File: config.mk
export PLATFORM = sky130hd
export DESIGN_NAME = syscall_input_flat
export DESIGN_NICKNAME = d
export VERILOG_FILES = /design/src/rtl/syscall_input_if.sv /design/src/rtl/syscall_input.sv /design/src/flat_wrapper.sv
export SDC_FILE = /design/constraint.sdc
export NUM_CORES = 1
export LEC_CHECK = 0
export CORE_MARGIN = 3
export CORE_UTILIZATION = 49
export DETAILED_ROUTE_END_ITERATION = 10
export PLACE_DENSITY = 0.72
export SLEW_MARGIN = 20
export SYNTH_ARGS = -nofsm -noshare
export SYNTH_HDL_FRONTEND = slang
export SYNTH_SLANG_ARGS = --single-unit
export TNS_END_PERCENT = 50
File: constraint.sdc
create_clock -name clk -period 7.9 [get_ports clk]
set_input_delay 0.79 -clock clk [delete_from_list [all_inputs] [get_ports clk]]
set_output_delay 0.79 -clock clk [all_outputs]
set_load 0.1 [all_outputs]
File: src/rtl/syscall_input_if.sv
// Signal bundle between the pipeline/console/memory side and the input syscall engine.
// The engine uses the slave modport; the surrounding pipeline logic uses master.
interface syscall_input_if;
  logic        syscall_control;
  logic [31:0] v0;
  logic [31:0] a0;
  logic [31:0] a1;
  logic        rx_valid;
  logic [7:0]  rx_data;
  logic        rx_ready;
  logic        mem_we;
  logic [31:0] mem_addr;
  logic [7:0]  mem_wdata;
  logic        result_we;
  logic [31:0] result;
  logic        stall;

  modport master (
    output syscall_control, v0, a0, a1, rx_valid, rx_data,
    input  rx_ready, mem_we, mem_addr, mem_wdata, result_we, result, stall
  );

  modport slave (
    input  syscall_control, v0, a0, a1, rx_valid, rx_data,
    output rx_ready, mem_we, mem_addr, mem_wdata, result_we, result, stall
  );
endinterface

File: src/rtl/syscall_input.sv
// Console-read syscall engine (read int / read string / read char). Holds the
// pipeline while consuming console bytes; results go to $v0 or to data memory.
module syscall_input #(
  parameter int MAXLEN = 32'h7FFF_FFFF
) (
  input logic            clk,
  input logic            rst_n,
  syscall_input_if.slave bus
);

  typedef enum logic [2:0] {
    IDLE    = 3'd0,
    RD_INT  = 3'd1,
    RD_CHR  = 3'd2,
    RD_STR  = 3'd3,
    STR_NUL = 3'd4,
    DONE    = 3'd5
  } state_e;

  state_e             state_q, state_d;
  logic [31:0]        base_q, base_d;
  logic signed [31:0] len_q, len_d;
  logic [31:0]        acc_q, acc_d;
  logic [31:0]        cnt_q, cnt_d;
  logic               neg_q, neg_d;
  logic               seen_q, seen_d;
  logic               wb_q, wb_d;
  logic [31:0]        result_q, result_d;
  logic               rx_ready_q, rx_ready_d;

  logic               start;
  logic               accept;
  logic               stall;
  logic               mem_we;
  logic [31:0]        mem_addr;
  logic [7:0]         mem_wdata;
  logic               result_we;

  // NOTE: every signal gets a default before the case so no path leaves it unassigned (no latches).
  always_comb begin
    state_d    = state_q;
    base_d     = base_q;
    len_d      = len_q;
    acc_d      = acc_q;
    cnt_d      = cnt_q;
    neg_d      = neg_q;
    seen_d     = seen_q;
    wb_d       = wb_q;
    result_d   = result_q;
    stall      = 1'b0;
    mem_we     = 1'b0;
    mem_addr   = 32'h0;
    mem_wdata  = 8'h0;
    result_we  = 1'b0;

    start  = bus.syscall_control &
             ((bus.v0 == 32'd5) | (bus.v0 == 32'd8) | (bus.v0 == 32'd12));
    accept = bus.rx_valid & rx_ready_q;

    unique case (state_q)
      IDLE: begin
        // The IDLE stall is combinational, so it must be forced low during reset.
        stall = start & rst_n;
        if (start) begin
          base_d = bus.a0;
          len_d  = ($signed(bus.a1) > MAXLEN) ? 32'(MAXLEN) : $signed(bus.a1);
          acc_d  = 32'h0;
          cnt_d  = 32'h0;
          neg_d  = 1'b0;
          seen_d = 1'b0;
          wb_d   = (bus.v0 != 32'd8);
          if (bus.v0 == 32'd5)      state_d = RD_INT;
          else if (bus.v0 == 32'd8) state_d = RD_STR;
          else                      state_d = RD_CHR;
        end
      end

      RD_INT: begin
        stall = 1'b1;
        if (accept) begin
          seen_d = 1'b1;
          if (bus.rx_data >= 8'h30 && bus.rx_data <= 8'h39) begin
            acc_d = acc_q * 32'd10 + {28'h0, bus.rx_data[3:0]};
          end else if (bus.rx_data == 8'h2D && !seen_q) begin
            neg_d = 1'b1;
          end else if (bus.rx_data == 8'h0A) begin
            result_d = neg_q ? (32'h0 - acc_q) : acc_q;
            state_d  = DONE;
          end
        end
      end

      RD_CHR: begin
        stall = 1'b1;
        if (accept) begin
          result_d = {24'h0, bus.rx_data};
          state_d  = DONE;
        end
      end

      RD_STR: begin
        stall = 1'b1;
        if (len_q <= 0) begin
          state_d = DONE;
        end else if (len_q == 1) begin
          state_d = STR_NUL;
        end else if (accept) begin
          mem_we    = 1'b1;
          mem_addr  = base_q + cnt_q;
          mem_wdata = bus.rx_data;
          cnt_d     = cnt_q + 32'd1;
          // Leave one slot for the terminator.
          if (bus.rx_data == 8'h0A || cnt_d == $unsigned(len_q - 32'sd1)) state_d = STR_NUL;
        end
      end

      STR_NUL: begin
        stall     = 1'b1;
        mem_we    = 1'b1;
        mem_addr  = base_q + cnt_q;
        mem_wdata = 8'h00;
        state_d   = DONE;
      end

      DONE: begin
        result_we = wb_q;
        state_d   = IDLE;
      end

      default: state_d = IDLE;
    endcase

    // Registered, so the ready seen by the source depends only on the state being entered.
    rx_ready_d = (state_d == RD_INT) | (state_d == RD_CHR) |
                 ((state_d == RD_STR) & (len_d > 1));
  end

  // NOTE: sequential state is updated with non-blocking assignments only.
  always_ff @(posedge clk or negedge rst_n) begin
    if (!rst_n) begin
      state_q    <= IDLE;
      base_q     <= 32'h0;
      len_q      <= 32'sh0;
      acc_q      <= 32'h0;
      cnt_q      <= 32'h0;
      neg_q      <= 1'b0;
      seen_q     <= 1'b0;
      wb_q       <= 1'b0;
      result_q   <= 32'h0;
      rx_ready_q <= 1'b0;
    end else begin
      state_q    <= state_d;
      base_q     <= base_d;
      len_q      <= len_d;
      acc_q      <= acc_d;
      cnt_q      <= cnt_d;
      neg_q      <= neg_d;
      seen_q     <= seen_d;
      wb_q       <= wb_d;
      result_q   <= result_d;
      rx_ready_q <= rx_ready_d;
    end
  end

  assign bus.stall     = stall;
  assign bus.rx_ready  = rx_ready_q;
  assign bus.mem_we    = mem_we;
  assign bus.mem_addr  = mem_addr;
  assign bus.mem_wdata = mem_wdata;
  assign bus.result_we = result_we;
  assign bus.result    = result_q;

endmodule
File: src/flat_wrapper.sv
// flat-port wrapper written by rule: the top's interface ports become plain ports
module syscall_input_flat 
#(
  parameter int MAXLEN = 32'h7FFF_FFFF
)
  (clk, rst_n, bus_syscall_control, bus_v0, bus_a0, bus_a1, bus_rx_valid, bus_rx_data, bus_rx_ready, bus_mem_we, bus_mem_addr, bus_mem_wdata, bus_result_we, bus_result, bus_stall);
  syscall_input_if bus_i ();
  input logic clk;
  input logic rst_n;
  input wire logic [$bits(bus_i.syscall_control)-1:0] bus_syscall_control;
  input wire logic [$bits(bus_i.v0)-1:0] bus_v0;
  input wire logic [$bits(bus_i.a0)-1:0] bus_a0;
  input wire logic [$bits(bus_i.a1)-1:0] bus_a1;
  input wire logic [$bits(bus_i.rx_valid)-1:0] bus_rx_valid;
  input wire logic [$bits(bus_i.rx_data)-1:0] bus_rx_data;
  output wire logic [$bits(bus_i.rx_ready)-1:0] bus_rx_ready;
  output wire logic [$bits(bus_i.mem_we)-1:0] bus_mem_we;
  output wire logic [$bits(bus_i.mem_addr)-1:0] bus_mem_addr;
  output wire logic [$bits(bus_i.mem_wdata)-1:0] bus_mem_wdata;
  output wire logic [$bits(bus_i.result_we)-1:0] bus_result_we;
  output wire logic [$bits(bus_i.result)-1:0] bus_result;
  output wire logic [$bits(bus_i.stall)-1:0] bus_stall;
  assign bus_i.syscall_control = bus_syscall_control;
  assign bus_i.v0 = bus_v0;
  assign bus_i.a0 = bus_a0;
  assign bus_i.a1 = bus_a1;
  assign bus_i.rx_valid = bus_rx_valid;
  assign bus_i.rx_data = bus_rx_data;
  assign bus_rx_ready = bus_i.rx_ready;
  assign bus_mem_we = bus_i.mem_we;
  assign bus_mem_addr = bus_i.mem_addr;
  assign bus_mem_wdata = bus_i.mem_wdata;
  assign bus_result_we = bus_i.result_we;
  assign bus_result = bus_i.result;
  assign bus_stall = bus_i.stall;
  syscall_input #(.MAXLEN(MAXLEN)) u_core (.clk(clk), .rst_n(rst_n), .bus(bus_i));
endmodule
# After elaboration in Yosys (flattened, before gate mapping)
# Cells that the tools add are included.
[word_totals]
regBits = 167
inputBits = 108
out_inout_bits = 76
[op_classes]
n_addsub = 5
multipliers = 1
order_cmp = 5
n_eq_ne = 27
mux = 52
bitwise_logic = 8
n_reduce_logical = 15
[op_table]
columns = ["operator", "n"]
rows = [
  ["two-way mux 32 bit", 18],
  ["case mux 32 bit (2 select lines)", 4],
  ["== test 32 x 4 -> 1 bit (second input constant)", 2],
  ["two-way mux 3 bit", 11],
  ["adder 32 x 1 -> 32 bit (second input constant)", 1],
  ["adder 32 bit", 1],
  ["adder 32 x 4 -> 32 bit", 1],
  ["== test 32 x 2 -> 1 bit (second input constant)", 1],
  ["== test 32 x 3 -> 1 bit (second input constant)", 1],
  ["== test 32 bit", 1],
  ["greater-than comparator 32 x 2 -> 1 bit (second input constant)", 1],
  ["greater-than comparator 32 bit (second input constant)", 1],
  ["less-or-equal comparator 32 x 1 -> 1 bit (second input constant)", 1],
  ["multiplier 32 x 3 -> 31 bit (second input constant)", 1],
  ["two-way mux 8 bit", 4],
  ["inequality test 32 x 4 -> 1 bit (second input constant)", 1],
  ["subtractor 1 x 32 -> 32 bit (first input constant)", 1],
  ["subtractor 32 x 2 -> 32 bit (second input constant)", 1],
  ["case mux 3 bit (5 select lines)", 1],
  ["inequality test 2 x 1 -> 1 bit (second input constant)", 7],
  ["== test 3 x 2 -> 1 bit (second input constant)", 4],
  ["two-way mux 1 bit", 10],
  ["AND reduction 5 bit", 2],
  ["== test 8 x 4 -> 1 bit (second input constant)", 1],
  ["19 further kinds", 36],
]

# Logic depth before layout (Yosys ltp)
[logic_depth]
ltp_word = 11
ltp_mapped = 15
depth_no_buf = 15

# Worst setup path before layout
# Ideal clock, no wire load.
[synth_path]
path_type = "register to output"
start = "register u_core.cnt_q[1]"
end = "output port bus_mem_addr[27]"
arrival_time_ps = 6946
t_required_ps = 7110
path_slack_ps = 164
path_stages_with_launch = 11
path_cell_list = "dfrtp_1 > ha_1 > a211oi_1 > o21ai_0 > a31oi_1 > a21oi_1 > o21bai_1 > a21boi_0 > o31ai_1 > o21ai_0 > a2111oi_0"
[synth_via]
elab_chain_len = 5
[synth_rtl]
columns = ["element", "line_no", "source"]
rows = [
  ["start: declaration", "syscall_input.sv:24", "logic [31:0] cnt_q, cnt_d;"],
  ["start signal: assignment", "syscall_input.sv:156", "cnt_q <= cnt_d;"],
  ["adder 32 bit (*)", "syscall_input.sv:109, syscall_input.sv:120", ""],
  ["two-way mux 32 bit", "syscall_input.sv:107", "end else if (accept) begin"],
  ["two-way mux 32 bit", "syscall_input.sv:105", "end else if (len_q == 1) begin"],
  ["two-way mux 32 bit", "syscall_input.sv:103", "if (len_q <= 0) begin"],
  ["case mux 32 bit (2 select lines) (*)", "syscall_input.sv:60", "unique case (state_q)"],
  ["end: declaration", "flat_wrapper.sv:18", "output wire logic [$bits(bus_i.mem_addr)-1:0] bus_mem_addr;"],
]
# Mark *: on every way between the ends. The rest lies on a longest branch, timed or not.

# Final worst setup path
[layout_path]
start = "register u_core.cnt_q[0]"
end = "output port bus_mem_addr[26]"
# Same word-level chain as after synthesis.

==> impl_metrics.yaml <==
detailed_routing:
  dr.pass1.iters: 5
  detail_route.drc_violations: 0
  route.detailed.wl_per_inst_um: 18.0
  via_per_inst: 5.94
  num_vias: 12900
  postRouteWirelength_um: 39100
  final_antenna_net_count: 0
  initialDrtViolationCount: 977
placed_design:
  pre_cts_slack_ns: 2.52
  dp.cells: 2142
  numPortBuffers: 183
  globalplace.congestion: 0.953
  detailedPlacementHpwl_um: 29300
power:
  cell_internal_pwr_uw: 1360
  power.switching_uw: 435
  switching_share: 0.242
  power.total_uw: 1800
  power.combinational.fraction: 0.047
  p_clk_frac: 0.478
  worst_ir_drop_vdd_uv: 142
  seq_pwr_share: 0.476
  p_leak_uw: 0.00751
  power-per-cell-area_mw_per_mm2: 111
clock_tree:
  post-cts-setup-buffers: 0
  cts_tree: "built"
  path_clk_slew_ns: 0.07
  count_of_clock_tree_sinks: 167
  post_cts_resize_count: 0
  clock-root-buffer: "sky130_fd_sc_hd__clkbuf_16"
  clk_latency_ns: 0.45
  cts_made_buffers: 17
  ctsLongestPathBuffers: 2
  cts_hold_buffers: 0
  h-tree-depth: 4
layout:
  seqCellArea_mm2: 0.00418
  post_layout_nonfiller_instances: 2175
  multi_input_comb_area_mm2: 0.00897
  nNetsFinal: 2025
  antenna_cells_inserted: 0
  share_of_layout_cells_above_drive_strength_1: 0.0480
  fillerInstances: 2445
  area_growth_syn_to_layout_pct: 19.6
floorplanning:
  start_util: 0.501
  core_region_area_mm2: 0.0270
  design.die.area_mm2: 0.0297
  fp.dieW_um: 172
  chipHeight_um: 172
  core_rows: 60
  i_o_pin_count: 184
timing:
  final.period_utilization: 0.744
  fin_skew_ns: 0.0207
  hold_ws_ns: 0.247
  hold_violations: 0
  finalSetupTns_ns: 0
  slew_limit_headroom: 0.321
  report.final.slew_viol_count: 0
  timing.fmax_ghz: 0.170
  rsz_0062_raised_after_global_routing: "false"
  max_slew.worst_pin.slew_ns: 1.02
  finalSetupViolations: 0
  final.min_clock_period_ns: 5.88
  setup_slack_ns: 2.02
setup_path:
  cp_max_fo: 8
  worst_ep_arrival_time_ns: 5.09
  critPathRequiredTime_ns: 7.11
  worstSetupEndpointType: "primary output"
  worst_setup_path_start_kind: "flip-flop"
  setup.worst_path.class: "flip-flop to primary output"
  critical_path.slowest_cell: "sky130_fd_sc_hd__clkdlybuf4s50_1"
  crit_chain: "ha_1, fa_1, a21o_1, a21oi_1, o211ai_1, a21boi_0, nor3_1, o41ai_1, nand3_1, a31oi_1, o21bai_1, xnor2_1, nor2_1, clkdlybuf4s50_1"
  timing.critical_path.slowest_cell_delay_ns: 1.13
min_path:
  hold_path_class: "input port to async pin"
synthesis:
  syn-num-nets: 1884
  yosys_warnings: 0
  synth_enable_flop_cells: 0
  proportion_of_register_bits_with_asynchronous_set_or_reset_after_synthesis: 1.00
  synthCells: 1680
  library_cell_occupying_the_most_area_in_the_post_synthesis_netlist: "sky130_fd_sc_hd__dfrtp_1"
  synth_ff_type: "sky130_fd_sc_hd__dfrtp_1"
  yosys-top-cells-area: "sky130_fd_sc_hd__dfrtp_1 31%, sky130_fd_sc_hd__nand2_1 9.4%, sky130_fd_sc_hd__ha_1 8.6%"
  synth.lib_cells_used.distinct: 84
  netlist.area_leader.share: 0.309
  syn-cell-area_mm2: 0.0135
  yosysSeqAreaShare: 0.309
  synth_area_per_cell_um2: 8.06
  postSynthRegisterBits: 167
global_route:
  global_route_congestion_overflow_total: 0
  first_global_vias: 12800
  pin_count_of_the_biggest_net_entering_global_routing: 68
  gr-usage-all-layers: 0.265
  antenna_violations_before_repair: 0
  grt_pass1_wl_um: 63900
job:
  max-cap-violations: 0
status:
  status: "completed"
==> cell families (layout without fill, tap and decap cells) <==
group / count (synthesis) / after routing / share of synthesized area
xor+xnor: 182 / 182 / 0.121
simple gates: 762 / 762 / 0.274
mux: 5 / 5 / 0.00370
fa+ha+maj: 96 / 96 / 0.0904
flops: 167 / 167 / 0.309
buf+inv: 97 / 251 / 0.0306
compound gates: 371 / 371 / 0.172
==> power groups by stage <==
stage	Combinational (µW)	Sequential (µW)	Clock, µW
after floorplan	5.02	871	0
after global placement	83.7	871	0
after detailed placement	84.8	871	0
after CTS	85.1	854	875
after global routing	90.8	854	903
final	83.8	854	859
==> sequential cells by signal (all words and copies together) (netlist names) <==
register,count
u_core.bus.rx_ready,1
u_core.acc_q,32
u_core.wb_q,1
u_core.cnt_q,32
u_core.len_q,32
u_core.neg_q,1
u_core.seen_q,1
u_core.base_q,32
u_core.bus.result,32
u_core.state_q,3
==> metal layers <==
layer | vias to the layer above | share of wire | GRT usage
li1 | 6235 | - | -
met1 | 6224 | 0.42 | 0.329
met2 | 367 | 0.50 | 0.472
met3 | 92 | 0.043 | 0.0370
met4 | 0 | 0.028 | 0.0937
met5 | - | 0 | 0
==> critical path: cells and delay by family, from the launching register on <==
kind	cells	cell delay (ns)
XOR/XNOR	1	0.13
AO/OA/AOI/OAI	7	1.79
AND/OR/NAND/NOR	3	0.44
adder cells (fa/ha/maj)	2	0.69
flip-flops	1	0.47
buffers and inverters	1	1.13
==> through the flow <==
stage / util / cell area, µm²
after floorplan: - / 13500
after global placement: 0.576 / 15600
after detailed placement: 0.576 / 15600
after CTS: 0.598 / 16200
after global routing: 0.599 / 16200
final: 0.599 / 16200
==> cells in the final DEF (no fill, tap or decap), types with 28 or more instances in the layout <==
cell | netlist | layout
sky130_fd_sc_hd__a21oi_1 | 71 | 71
sky130_fd_sc_hd__nand3_1 | 39 | 39
sky130_fd_sc_hd__clkdlybuf4s50_1 | 0 | 182
sky130_fd_sc_hd__xnor2_1 | 96 | 96
sky130_fd_sc_hd__and2_1 | 29 | 28
sky130_fd_sc_hd__nand2_1 | 339 | 338
sky130_fd_sc_hd__dfrtp_1 | 167 | 167
sky130_fd_sc_hd__nor2_1 | 129 | 128
sky130_fd_sc_hd__xor2_1 | 83 | 83
sky130_fd_sc_hd__o31ai_1 | 31 | 31
sky130_fd_sc_hd__ha_1 | 93 | 93
sky130_fd_sc_hd__nor3_1 | 32 | 32
sky130_fd_sc_hd__o21ai_0 | 141 | 140
==> cell usage after synthesis, types with 5 or more instances <==
master                      number
sky130_fd_sc_hd__a21boi_0        5
sky130_fd_sc_hd__a21o_1         26
sky130_fd_sc_hd__a21oi_1        71
sky130_fd_sc_hd__a31oi_1        10
sky130_fd_sc_hd__and2_1         29
sky130_fd_sc_hd__and3_1         22
sky130_fd_sc_hd__and4_1          7
sky130_fd_sc_hd__buf_1           7
sky130_fd_sc_hd__buf_2           8
sky130_fd_sc_hd__clkbuf_1       48
sky130_fd_sc_hd__dfrtp_1       167
sky130_fd_sc_hd__ha_1           93
sky130_fd_sc_hd__inv_1          25
sky130_fd_sc_hd__mux2i_1         5
sky130_fd_sc_hd__nand2_1       339
sky130_fd_sc_hd__nand2b_1       13
sky130_fd_sc_hd__nand3_1        39
sky130_fd_sc_hd__nand3b_1        5
sky130_fd_sc_hd__nand4_1        27
sky130_fd_sc_hd__nor2_1        129
sky130_fd_sc_hd__nor2b_1        13
sky130_fd_sc_hd__nor3_1         32
sky130_fd_sc_hd__nor4_1         27
sky130_fd_sc_hd__nor4b_1         5
sky130_fd_sc_hd__o2111ai_1       5
sky130_fd_sc_hd__o211ai_1        6
sky130_fd_sc_hd__o21a_1         13
sky130_fd_sc_hd__o21ai_0       141
sky130_fd_sc_hd__o21bai_1        9
sky130_fd_sc_hd__o31a_1          5
sky130_fd_sc_hd__o31ai_1        31
sky130_fd_sc_hd__o41ai_1         7
sky130_fd_sc_hd__or2_2          10
sky130_fd_sc_hd__or3_1          14
sky130_fd_sc_hd__or4_1          16
sky130_fd_sc_hd__xnor2_1        96
sky130_fd_sc_hd__xor2_1         83
==> final cells by class <==
type / instances / share of cell area
timing repair buffer: 194 / 0.120
clock buffer: 18 / 0.0271
tap: 341 / 0.0263
sequential: 167 / 0.258
multi-input combinational: 1416 / 0.554
inverter: 25 / 0.00579
clock inverter: 14 / 0.00966
==> final timing paths <==
check,end,cells past startpoint,slack (ns),startpoint
hold / removal,u_core.len_q[7],1,0.25,rst_n
hold reg to reg,u_core.base_q[24],2,0.47,u_core.base_q[24]
min in group clk,u_core.base_q[24],2,0.47,u_core.base_q[24]
setup reg to reg,u_core.acc_q[23],14,3.35,u_core.acc_q[1]
max in group asynchronous,u_core.acc_q[12],3,5.67,rst_n
setup / recovery,bus_mem_addr[26],14,2.02,u_core.cnt_q[0]
Power figures use the tool's default switching activity.
